### src/rtl/regfile_wr_ctrl.sv
// Write-port controller for the 32x32 integer register file: arbitrates ALU and load
// writebacks onto the single write port, zeroes x1..x31 after reset, and exports the bypass.
module regfile_wr_ctrl #(
    parameter int STARVE_MAX     = 4,
    parameter bit CLEAR_ON_RESET = 1'b1
) (
    input  logic        clk,
    input  logic        reset,
    input  logic        a_valid,
    output logic        a_ready,
    input  logic [4:0]  a_addr,
    input  logic [31:0] a_data,
    input  logic        m_valid,
    output logic        m_ready,
    input  logic [4:0]  m_addr,
    input  logic [31:0] m_data,
    output logic        rf_we,
    output logic [4:0]  rf_waddr,
    output logic [31:0] rf_wdata,
    output logic        clr_busy
);

    localparam logic [0:0] ST_CLEAR = 1'b0;
    localparam logic [0:0] ST_RUN   = 1'b1;
    localparam logic [0:0] ST_INIT  = CLEAR_ON_RESET ? ST_CLEAR : ST_RUN;
    localparam logic [3:0] WAIT_MAX = 4'(STARVE_MAX);

    logic [0:0]  r_state;
    logic [4:0]  r_clr_idx;
    logic [3:0]  r_a_wait;
    logic        r_rf_we;
    logic [4:0]  r_rf_waddr;
    logic [31:0] r_rf_wdata;

    logic        w_run;
    logic        w_a_win;
    logic        w_xfer;
    logic [4:0]  w_addr;
    logic [31:0] w_data;

    // Readies are forced low while reset is held so nothing is accepted then.
    assign w_run    = (r_state == ST_RUN) && reset;
    assign w_a_win  = a_valid && (!m_valid || (r_a_wait == WAIT_MAX));
    assign a_ready  = w_run && w_a_win;
    assign m_ready  = w_run && m_valid && !w_a_win;
    assign w_xfer   = a_ready || m_ready;
    assign w_addr   = a_ready ? a_addr : m_addr;
    assign w_data   = a_ready ? a_data : m_data;
    assign clr_busy = (r_state == ST_CLEAR);

    assign rf_we    = r_rf_we;
    assign rf_waddr = r_rf_waddr;
    assign rf_wdata = r_rf_wdata;

    always_ff @(posedge clk or negedge reset) begin
        if (!reset) begin
            r_state   <= ST_INIT;
            r_clr_idx <= 5'd1;
        end else if (r_state == ST_CLEAR) begin
            r_clr_idx <= r_clr_idx + 5'd1;
            if (r_clr_idx == 5'd31) begin
                r_state <= ST_RUN;
            end
        end
    end

    always_ff @(posedge clk or negedge reset) begin
        if (!reset) begin
            r_a_wait <= 4'd0;
        end else if (r_state == ST_RUN) begin
            if (!a_valid || a_ready) begin
                r_a_wait <= 4'd0;
            end else if (r_a_wait != WAIT_MAX) begin
                r_a_wait <= r_a_wait + 4'd1;
            end
        end
    end

    // x0 targets are accepted but never reach the write port.
    always_ff @(posedge clk or negedge reset) begin
        if (!reset) begin
            r_rf_we    <= 1'b0;
            r_rf_waddr <= 5'd0;
            r_rf_wdata <= 32'd0;
        end else if (r_state == ST_CLEAR) begin
            r_rf_we    <= 1'b1;
            r_rf_waddr <= r_clr_idx;
            r_rf_wdata <= 32'd0;
        end else if (w_xfer && (w_addr != 5'd0)) begin
            r_rf_we    <= 1'b1;
            r_rf_waddr <= w_addr;
            r_rf_wdata <= w_data;
        end else begin
            r_rf_we    <= 1'b0;
        end
    end

endmodule

### config.mk
export PLATFORM = sky130hd
export DESIGN_NAME = regfile_wr_ctrl
export DESIGN_NICKNAME = d
export VERILOG_FILES = /design/src/rtl/regfile_wr_ctrl.sv
export SDC_FILE = /design/constraint.sdc
export NUM_CORES = 1
export LEC_CHECK = 0
export BUFFER_PORTS_ARGS = -buffer_cell sky130_fd_sc_hd__buf_2
export CORE_UTILIZATION = 47
export CTS_CLUSTER_SIZE = 12
export DETAILED_ROUTE_END_ITERATION = 10
export PLACE_DENSITY = 0.81
export SYNTH_ARGS = -nofsm -noshare
export SYNTH_HDL_FRONTEND = slang
export SYNTH_SLANG_ARGS = --single-unit
### constraint.sdc
create_clock -name clk -period 2.4 [get_ports clk]
set_input_delay 0.48 -clock clk [delete_from_list [all_inputs] [get_ports clk]]
set_output_delay 0.48 -clock clk [all_outputs]
set_load 0.03 [all_outputs]
==> impl_metrics.ini, run 1 <==
[floorplan]
rows = 26
start_util_pct = 49.47
top_level_ports = 119
core_area_um2 = 5205
fp.dieH_um = 76.02
die_w_um = 76.02
die-area_um2 = 5778

[finish]
final_net_count = 434
syn2layout_area_growth_pct = 29.64
finalNonFillerCells = 423
utilization_pct = 64.13
layout-drive-gt1-share_pct = 52.97
n_antenna_cell = 0
stdcell_area_um2 = 3338

[global_route]
grtUsageTotal_pct = 22.83
grt_max_degree = 55
globalRouteOverflowTotal = 0
grt_pass1_wl_mm = 10.46
antenna_found_initial = 0
grt_pass1_vias = 2251

[worst_setup_path]
cp_num_buf_inv = 2
r2r-end = rf_wdata[8]
cp.arrival_ns = 1.80
ff2ff_path_depth = 7
critPathTopFamily = simple AND/OR/NAND/NOR gates
regToRegSetupSlack_ns = 0.19
timing.rr.start = r_a_wait[0]
slowest_stage = dfrtp_1
cp-end-kind = primary output
cp-startpoint = r_a_wait[0]
critPathMaxStageDelay_ns = 0.39
required_ns = 1.92
crit_fanout = 9
crit_type = register to primary output
critPathLaunchType = register
crit_chain = inv_1 -> ha_1 -> and3b_2 -> nand2_2 -> and3_4 -> clkbuf_4

[yosys]
synthCells = 234
netlist-cell-type-count = 43
synth_top_area_share_pct = 45.68
seq_area_frac_synth_pct = 46.70
ys_warn_count = 0
synth_top_area_cell = dfrtp_1
synth_area_leaders = dfrtp_1, a311oi_2, a221o_1
async_flop_share_pct = 100.0
ys_seq_elements = 48
synth_nets = 316
synthesis.area_um2 = 2575
synthFlopType = dfrtp_1
postSynthAreaPerCell_um2 = 11.00
synth_edf_count = 0

[detailed_routing]
wl_per_cell_um = 14.84
first_pass_iters = 4
detail-route-antenna-nets = 0
via_count = 2328
routed_wl_mm = 6.279
vias_per_cell = 5.504
drt_iter0_markers = 121
remaining_drc_errors = 0

[sta]
max_freq_mhz = 438.7
setup_viol = 0
rsz0062_at_grt = no
relSlewSlack_pct = 52.05
worst_slack_ns = 0.1204
fin_crit_sh_pct = 94.98
min_period_ns = 2.280
whs_ns = 0.3215
setup_tns_ns = 0
drv_slew = 0
hold_violations = 0
fin_skew_ns = 0.003273
worst_pin_slew_ns = 0.7193

[power_and_ir_drop]
power_density_nw_per_um2 = 642.3
ir_drop_mv = 0.3043
p_leak_nw = 1.643
finalPower_mw = 2.144

[place]
dp.final_hpwl_mm = 4.457
dpl_worst_slack_ns = 0.1689
gp_congestion = 0.8133
io_buffers = 118
dpl_cell_area_um2 = 3202
dp_cells = 411

[clock_network]
path_clk_slew_ns = 0.08
ctsHtreeMaxLevel = 2
cts_sinks = 48
clk_path_buf_depth = 2
cts_tree = built
clock-root-buffer = clkbuf_8
clock_latency_ns = 0.30
numCtsBuffers = 5

[hold_path]
holdCritPathClass = input port to async pin

[run]
cap_violations = 0

[outcome]
status = finished, final reports clean
[synthesized netlist by cell type, types with 2 or more instances]
cell type	instances
nor2_1	8
xnor2_1	3
a211oi_1	5
inv_1	4
a22oi_1	5
buf_1	2
ha_1	4
clkbuf_1	5
nor3_1	3
a31o_2	3
a221o_1	16
dfrtp_1	47
buf_2	6
buf_6	4
a211oi_2	5
and3_2	13
mux2_2	2
a21oi_1	20
nand2_1	37
a311oi_2	15
and3_1	5
[state kept, by name (all words and copies together) (netlist names)]
name	cells
rf_waddr	5
r_a_wait	4
rf_we	1
r_state	1
r_clr_idx	5
rf_wdata	32
[power by group]
group          internal [mW]  switching [mW]  leakage, nW  total (mW)
sequential             0.912          0.0573        0.567       0.970
clock                  0.235           0.259       0.0455       0.495
combinational          0.259           0.421         1.03       0.680
[layout by cell type (no fill, tap or decap), drive strengths merged, types with 4 or more instances in the layout]
cell type	n
a221o	16
and3	18
nand2	38
inv	5
ha	4
a311oi	16
clkbuf	9
dfrtp	47
a22oi	5
nor2	8
buf	129
a211oi	10
a21oi	22
[worst max path at each step]
stage	end	slack, ns	cells past startpoint
6_report	m_ready	0.12	6
5_1_grt	rf_wdata[1]	0.02	7
4_1_cts	m_ready	0.06	6
3_5_place_dp	m_ready	0.17	6
3_3_place_gp	m_ready	0.23	6
2_1_floorplan	a_ready	0.44	6
[layout make-up]
type / instances / area [um2]
Clock buffer: 8 / 90.09
Fill cell: 429 / 1867
Inverter: 6 / 22.52
Multi-Input combinational cell: 161 / 1240
Sequential cell: 48 / 1202
Tap cell: 70 / 87.58
Timing Repair Buffer: 130 / 695.7
[metal layers]
metal	GRT usage, %	vias up	share of wire (%)
li1	-	1114	-
met1	28.43	1088	44
met2	39.00	112	48
met3	3.832	14	5.8
met4	10.19	0	2.4
met5	0	-	0
[what timing repair did]
item                       in CTS  in global routing
hold buffers                    0                  0
setup endpoints to repair       2                  1
gates resized for setup         3                  1
pin swaps                       1                  0
setup buffers                   1                  3
[cells by family (layout without fill, tap and decap cells)]
kind of cell | Yosys count | count (layout) | synth area share (%)
mux | 2 | 2 | 0.8746
flops | 48 | 48 | 46.70
buf+inv | 25 | 144 | 5.685
simple gates | 75 | 75 | 15.06
compound gates | 77 | 77 | 28.72
fa+ha+maj | 4 | 4 | 1.944
xor+xnor | 3 | 3 | 1.021
(Power assumes the default switching activity.)
==> run 2: changes to the inputs <==
--- a/config.mk
+++ b/config.mk
@@ -5,8 +5,9 @@
 export SDC_FILE = /design/constraint.sdc
 export NUM_CORES = 1
 export LEC_CHECK = 0
+export ABC_AREA = 1
 export BUFFER_PORTS_ARGS = -buffer_cell sky130_fd_sc_hd__buf_2
-export CORE_UTILIZATION = 47
+export CORE_UTILIZATION = 48
 export CTS_CLUSTER_SIZE = 12
 export DETAILED_ROUTE_END_ITERATION = 10
 export PLACE_DENSITY = 0.81
==> run 2 against run 1 <==
Global-route usage up 0.58 points. Sequential power up 4%. Final cell count up 32%. Synthesized area up 9.2%. Highest routed layer unchanged.
==> impl_metrics.ini, run 2 <==
[clock_network]
path_clk_slew_ns = 0.08
cts_tree = built
clk_path_buf_depth = 2
clock_latency_ns = 0.29
clock-root-buffer = clkbuf_8
cts_sinks = 48
ctsHtreeMaxLevel = 2
numCtsBuffers = 5

[place]
io_buffers = 118
gp_congestion = 0.8596
dp_cells = 548
dpl_worst_slack_ns = 0.1714
dp.final_hpwl_mm = 4.855

[detailed_routing]
drt_iter0_markers = 96
vias_per_cell = 4.918
wl_per_cell_um = 12.08
routed_wl_mm = 6.750
via_count = 2749
first_pass_iters = 4
remaining_drc_errors = 0
detail-route-antenna-nets = 0

[worst_setup_path]
cp.arrival_ns = 1.76
cp_num_buf_inv = 4
critPathLaunchType = register
required_ns = 1.92
critPathMaxStageDelay_ns = 0.40
cp-end-kind = primary output
crit_fanout = 12
critPathTopFamily = buffers and inverters
crit_top_cell = buf_4
crit_chain = inv_1 -> ha_1 -> nand3_2 -> nand2_4 -> nand3_4 -> clkinv_1 -> buf_4 -> buf_4
slowest_stage = dfrtp_1
crit_type = register to primary output

[global_route]
grtUsageTotal_pct = 23.40
globalRouteOverflowTotal = 0
grt_pass1_vias = 2543
grt_pass1_wl_mm = 11.40
grt_max_degree = 49
antenna_found_initial = 0

[yosys]
synth_edf_count = 0
ys_warn_count = 0
synthesis.area_um2 = 2813
yosys-top-cells-count = nand2_1, nand3_1, dfrtp_1
seq_area_frac_synth_pct = 42.75
async_flop_share_pct = 100.0
yosysMostFrequentCell = nand2_1
synthAdderAreaFrac_pct = 1.779
synth_top_area_cell = dfrtp_1
synth_area_leaders = dfrtp_1, nand2_1, nand3_1
synth_xor_xnor_area_share_pct = 1.557
synth-compound-area-share_pct = 2.358
netlist-cell-type-count = 30
synthCells = 369
postSynthAreaPerCell_um2 = 7.622
synth_top_family_by_area = simple AND/OR/NAND/NOR gates
synth_nets = 451
synth_top_area_share_pct = 41.81
ys_seq_elements = 48
synth-simple-area-share_pct = 43.55
synth_mux_area_share_pct = 0
synthFlopType = dfrtp_1

[sta]
max_freq_mhz = 447.3
relSlewSlack_pct = 60.75
drv_slew = 0
fin_skew_ns = 0.004487
fin_crit_sh_pct = 93.16
hold_violations = 0
setup_viol = 0
setup_tns_ns = 0
worst_slack_ns = 0.1642
rsz0062_at_grt = no
worst_pin_slew_ns = 0.5888
min_period_ns = 2.236

[power_and_ir_drop]
ir_drop_mv = 0.3263
power_density_nw_per_um2 = 633.3
switchingPower_uw = 836.0
p_seq_share_pct = 44.5
p_leak_nw = 2.136
comb_power_share_pct = 34.1
intPower_mw = 1.432
netSwitchingFraction_pct = 36.85
finalPower_mw = 2.268
clkPwrFrac_pct = 21.4

[floorplan]
fp.dieH_um = 78.55
rows = 27
die-area_um2 = 6170
core_area_um2 = 5574
start_util_pct = 50.46
die_w_um = 78.55
top_level_ports = 119

[hold_path]
holdCritPathClass = input port to async pin

[finish]
largest_register_ffs = 32
n_antenna_cell = 0
mostFrequentLayoutCells = nand2_1, buf_2, nand3_1, dfrtp_1, nand3_2
finalNonFillerCells = 559
final_net_count = 568
layout-drive-gt1-share_pct = 36.34
layout_commonest_cell = nand2_1
syn2layout_area_growth_pct = 27.36
utilization_pct = 64.26

[run]
cap_violations = 0

[outcome]
status = finished, final reports clean
-- run 2: changes by cell type after synthesis, sizes merged, moves of 5 or more --
| cell | change |
|---|---|
| inv | +16 |
| a21oi | -19 |
| a22oi | -5 |
| nand3 | +73 |
| a221o | -16 |
| a311oi | -16 |
| nand2 | +131 |
| a211oi | -10 |
| and3 | -17 |
| nand4 | +5 |
| o21ai | +5 |
-- run 2: per-layer routing --
metal | global-route usage (%) | up-vias | wire length, um
li1 | - | 1405 | -
met1 | 30.71 | 1247 | 2941
met2 | 39.30 | 91 | 3332
met3 | 4.419 | 6 | 405
met4 | 6.296 | 0 | 71
met5 | 0 | - | 0
-- run 2: final timing paths --
check / start / depth (start not counted) / end / slack [ns]
worst min-delay path: reset / 2 / r_clr_idx[1] / 0.33
min in group clk: rf_wdata[6] / 2 / rf_wdata[6] / 0.50
worst max-delay path: r_a_wait[0] / 8 / a_ready / 0.16
worst min register to register: rf_wdata[6] / 2 / rf_wdata[6] / 0.50
worst max register to register: r_a_wait[0] / 13 / rf_waddr[3] / 0.25
max in group asynchronous: reset / 2 / r_state / 1.65
-- run 2: kinds of logic (layout without fill, tap and decap cells) --
logic type / after synthesis / in the layout
AND/OR/NAND/NOR: 256 / 257
XOR/XNOR: 5 / 5
buffers and inverters: 45 / 162
adder cells (fa/ha/maj): 4 / 4
AO/OA/AOI/OAI: 11 / 11
flip-flops: 48 / 48
-- run 2: worst register-to-register path, delay by kind of cell, from the launching register on --
kind	cells	cell delay (ns)
AOI/OAI and AO/OA	2	0.32
adders and majority gates	1	0.19
buffers and inverters	3	0.47
DFF	1	0.40
and+or+nand+nor	7	0.66
-- run 2: area by class of cell --
type                            count  area (um2)
Fill cell                         503        1992
Timing Repair Buffer              132       710.7
Inverter                           22       85.08
Sequential cell                    48        1204
Clock buffer                        8       90.09
Multi-Input combinational cell    277        1403
Tap cell                           72       90.09
-- run 2: power groups by stage --
stage	logic (mW)	registers, mW	clock network, mW
6_report	0.774	1.01	0.485
5_1_grt	0.848	1.03	0.534
4_1_cts	0.780	1.01	0.503
3_5_place_dp	0.776	1.03	0
3_3_place_gp	0.760	1.02	0
2_1_floorplan	0.270	1.26	0
-- run 2: metrics by stage --
step                      hold slack (ns)  cell area, um2
after CTS                          0.3540            3567
after global placement             0.4793            3465
after floorplan                    0.1844            2813
after detailed placement           0.4825            3465
after global routing               0.3820            3582
final                              0.3333            3582
-- run 2: what timing repair did --
item / CTS / global route
endpoints found under the setup margin: 1 / 1
hold buffers: 0 / 0
setup buffers: 0 / 2
gates cloned: 1 / 0
gates resized for setup: 1 / 0
==> run 3: changes to the inputs <==
==> config.mk (replaced) <==
export PLATFORM = sky130hd
export DESIGN_NAME = regfile_wr_ctrl
export DESIGN_NICKNAME = d
export VERILOG_FILES = /design/src/rtl/regfile_wr_ctrl.sv
export SDC_FILE = /design/constraint.sdc
export NUM_CORES = 1
export LEC_CHECK = 0
export CORE_MARGIN = 3
export CORE_UTILIZATION = 55
export CTS_CLUSTER_SIZE = 12
export DETAILED_ROUTE_END_ITERATION = 10
export DONT_BUFFER_PORTS = 1
export PLACE_DENSITY = 0.71
export SYNTH_ARGS = -nofsm -noshare
export SYNTH_HDL_FRONTEND = slang
export SYNTH_SLANG_ARGS = --single-unit
==> run 3 against run 2 <==
Utilization shrank 1.8 points. Sequential share of layout area grew 9.7 points. Routed wire length shrank 2.9%. Flip-flop and latch count is the same. Largest power group unchanged.
==> impl_metrics.ini, run 3 (synthesized netlist as in run 1, its figures left out) <==
[detailed_routing]
routed_wl_mm = 6.557
remaining_drc_errors = 0
via_count = 1927
drt_iter0_markers = 94
vias_per_cell = 6.761
wl_per_cell_um = 23.01
first_pass_iters = 5
detail-route-antenna-nets = 0

[finish]
layout-drive-gt1-share_pct = 29.18
n_antenna_cell = 0
multi_input_area_um2 = 1257
seq_area_um2 = 1202
final_net_count = 315
stdcell_area_um2 = 2776
finalNonFillerCells = 285
mostFrequentLayoutCells = dfrtp_1, nand2_1, a21oi_1, a221o_1, a311oi_2
num-fill-cells = 366
layout_commonest_cell = dfrtp_1
syn2layout_area_growth_pct = 7.823
largest_register_ffs = 32

[place]
dpl_cell_area_um2 = 2561
gp_congestion = 0.8349
dp.final_hpwl_mm = 4.514
io_buffers = 0
dp_cells = 273

[global_route]
grtUsageTotal_pct = 22.16
grt_max_degree = 48
globalRouteOverflowTotal = 0
grt_pass1_wl_mm = 9.301
grt_pass1_vias = 1925
antenna_found_initial = 0

[power_and_ir_drop]
p_leak_nw = 1.190
finalPower_mw = 2.179
ir_drop_mv = 0.4217
power_density_nw_per_um2 = 784.7

[sta]
hold_violations = 0
setup_tns_ns = 0
relSlewSlack_pct = 48.25
min_period_ns = 2.276
fin_skew_ns = 0.004744
setup_viol = 0
worst_pin_slew_ns = 0.7763
drv_slew = 0
fin_crit_sh_pct = 94.82
max_freq_mhz = 439.4
whs_ns = 0.01635

[worst_setup_path]
required_ns = 2.64
cp.arrival_ns = 2.52
critPathLaunchType = register
slowest_stage = a21oi_2
crit_fanout = 16
crit_chain = inv_1 -> ha_1 -> and3b_2 -> o211ai_4 -> buf_4 -> a21oi_2 -> a221o_1
timing.rr.start = r_a_wait[0]
critPathMaxStageDelay_ns = 0.57
r2r-end = rf_wdata[29]
ff2ff_path_depth = 7
cp-end-kind = register
crit_type = register to register
regToRegSetupSlack_ns = 0.12

[clock_network]
clock-root-buffer = clkbuf_8
cts_sinks = 48
path_clk_slew_ns = 0.09
ctsHtreeMaxLevel = 2
cts_tree = built
numCtsBuffers = 5
clock_latency_ns = 0.30
clk_path_buf_depth = 2

[floorplan]
die_w_um = 74.43
rows = 24
die-area_um2 = 5539
start_util_pct = 57.94
top_level_ports = 119
core_area_um2 = 4444
fp.dieH_um = 74.43

[outcome]
status = finished, final reports clean

[hold_path]
holdCritPathClass = input port to async pin

[run]
cap_violations = 0
[run 3: worst max-delay path by stage]
stage / startpoint / to / slack [ns] / cells past startpoint
after floorplan: r_a_wait[0] / a_ready / 0.44 / 6
after detailed placement: r_a_wait[0] / rf_wdata[24] / 0.13 / 7
after global routing: r_a_wait[0] / rf_wdata[1] / -0.003 / 7
after global placement: r_a_wait[0] / rf_wdata[20] / 0.30 / 7
final: r_a_wait[0] / rf_wdata[29] / 0.12 / 7
after CTS: r_a_wait[0] / a_ready / 0.05 / 5
[run 3: through the flow]
step	setup slack, ns	util, %
floorplan	0.4420	-
global placement	0.2998	57.63
detailed placement	0.1267	57.63
CTS	0.04779	61.37
global route	-0.002649	62.47
finish	0.1243	62.47
[run 3: routing by layer]
layer,global-route usage [%],wire (um)
met1,24.59,2474
met2,39.22,3379
met3,8.108,589
met4,7.312,114
met5,0,0
[run 3: power by group]
part	switching (mW)	total (mW)	leakage, nW	internal [mW]
combinational	0.157	0.305	0.558	0.147
clock	0.268	0.678	0.0642	0.410
sequential	0.286	1.20	0.567	0.910
total	0.711	2.18	1.19	1.47
[run 3: critical path: cells and delay by family (launching register included)]
family          cells  cell delay [ns]
compound gates      3             0.99
flops               1             0.39
buf+inv             2             0.32
simple gates        1             0.27
fa+ha+maj           1             0.24
[run 3: layout make-up]
class                           instances  share of cell area, %
Tap cell                               52                  2.343
Timing Repair Buffer                   10                  3.515
Clock inverter                          2                  2.163
Inverter                                6                 0.9013
Sequential cell                        48                  43.31
Clock buffer                            5                  2.479
Multi-Input combinational cell        162                  45.29
[run 3: repair_timing]
action / 4_1_cts / 5_1_grt
cloned: 0 / 1
pin swaps: 0 / 2
gates resized for setup: 2 / 4
buffers inserted: 0 / 2
hold buffers: 1 / 1
endpoints found under the hold margin: 47 / 1
endpoints found under the setup margin: 2 / 15
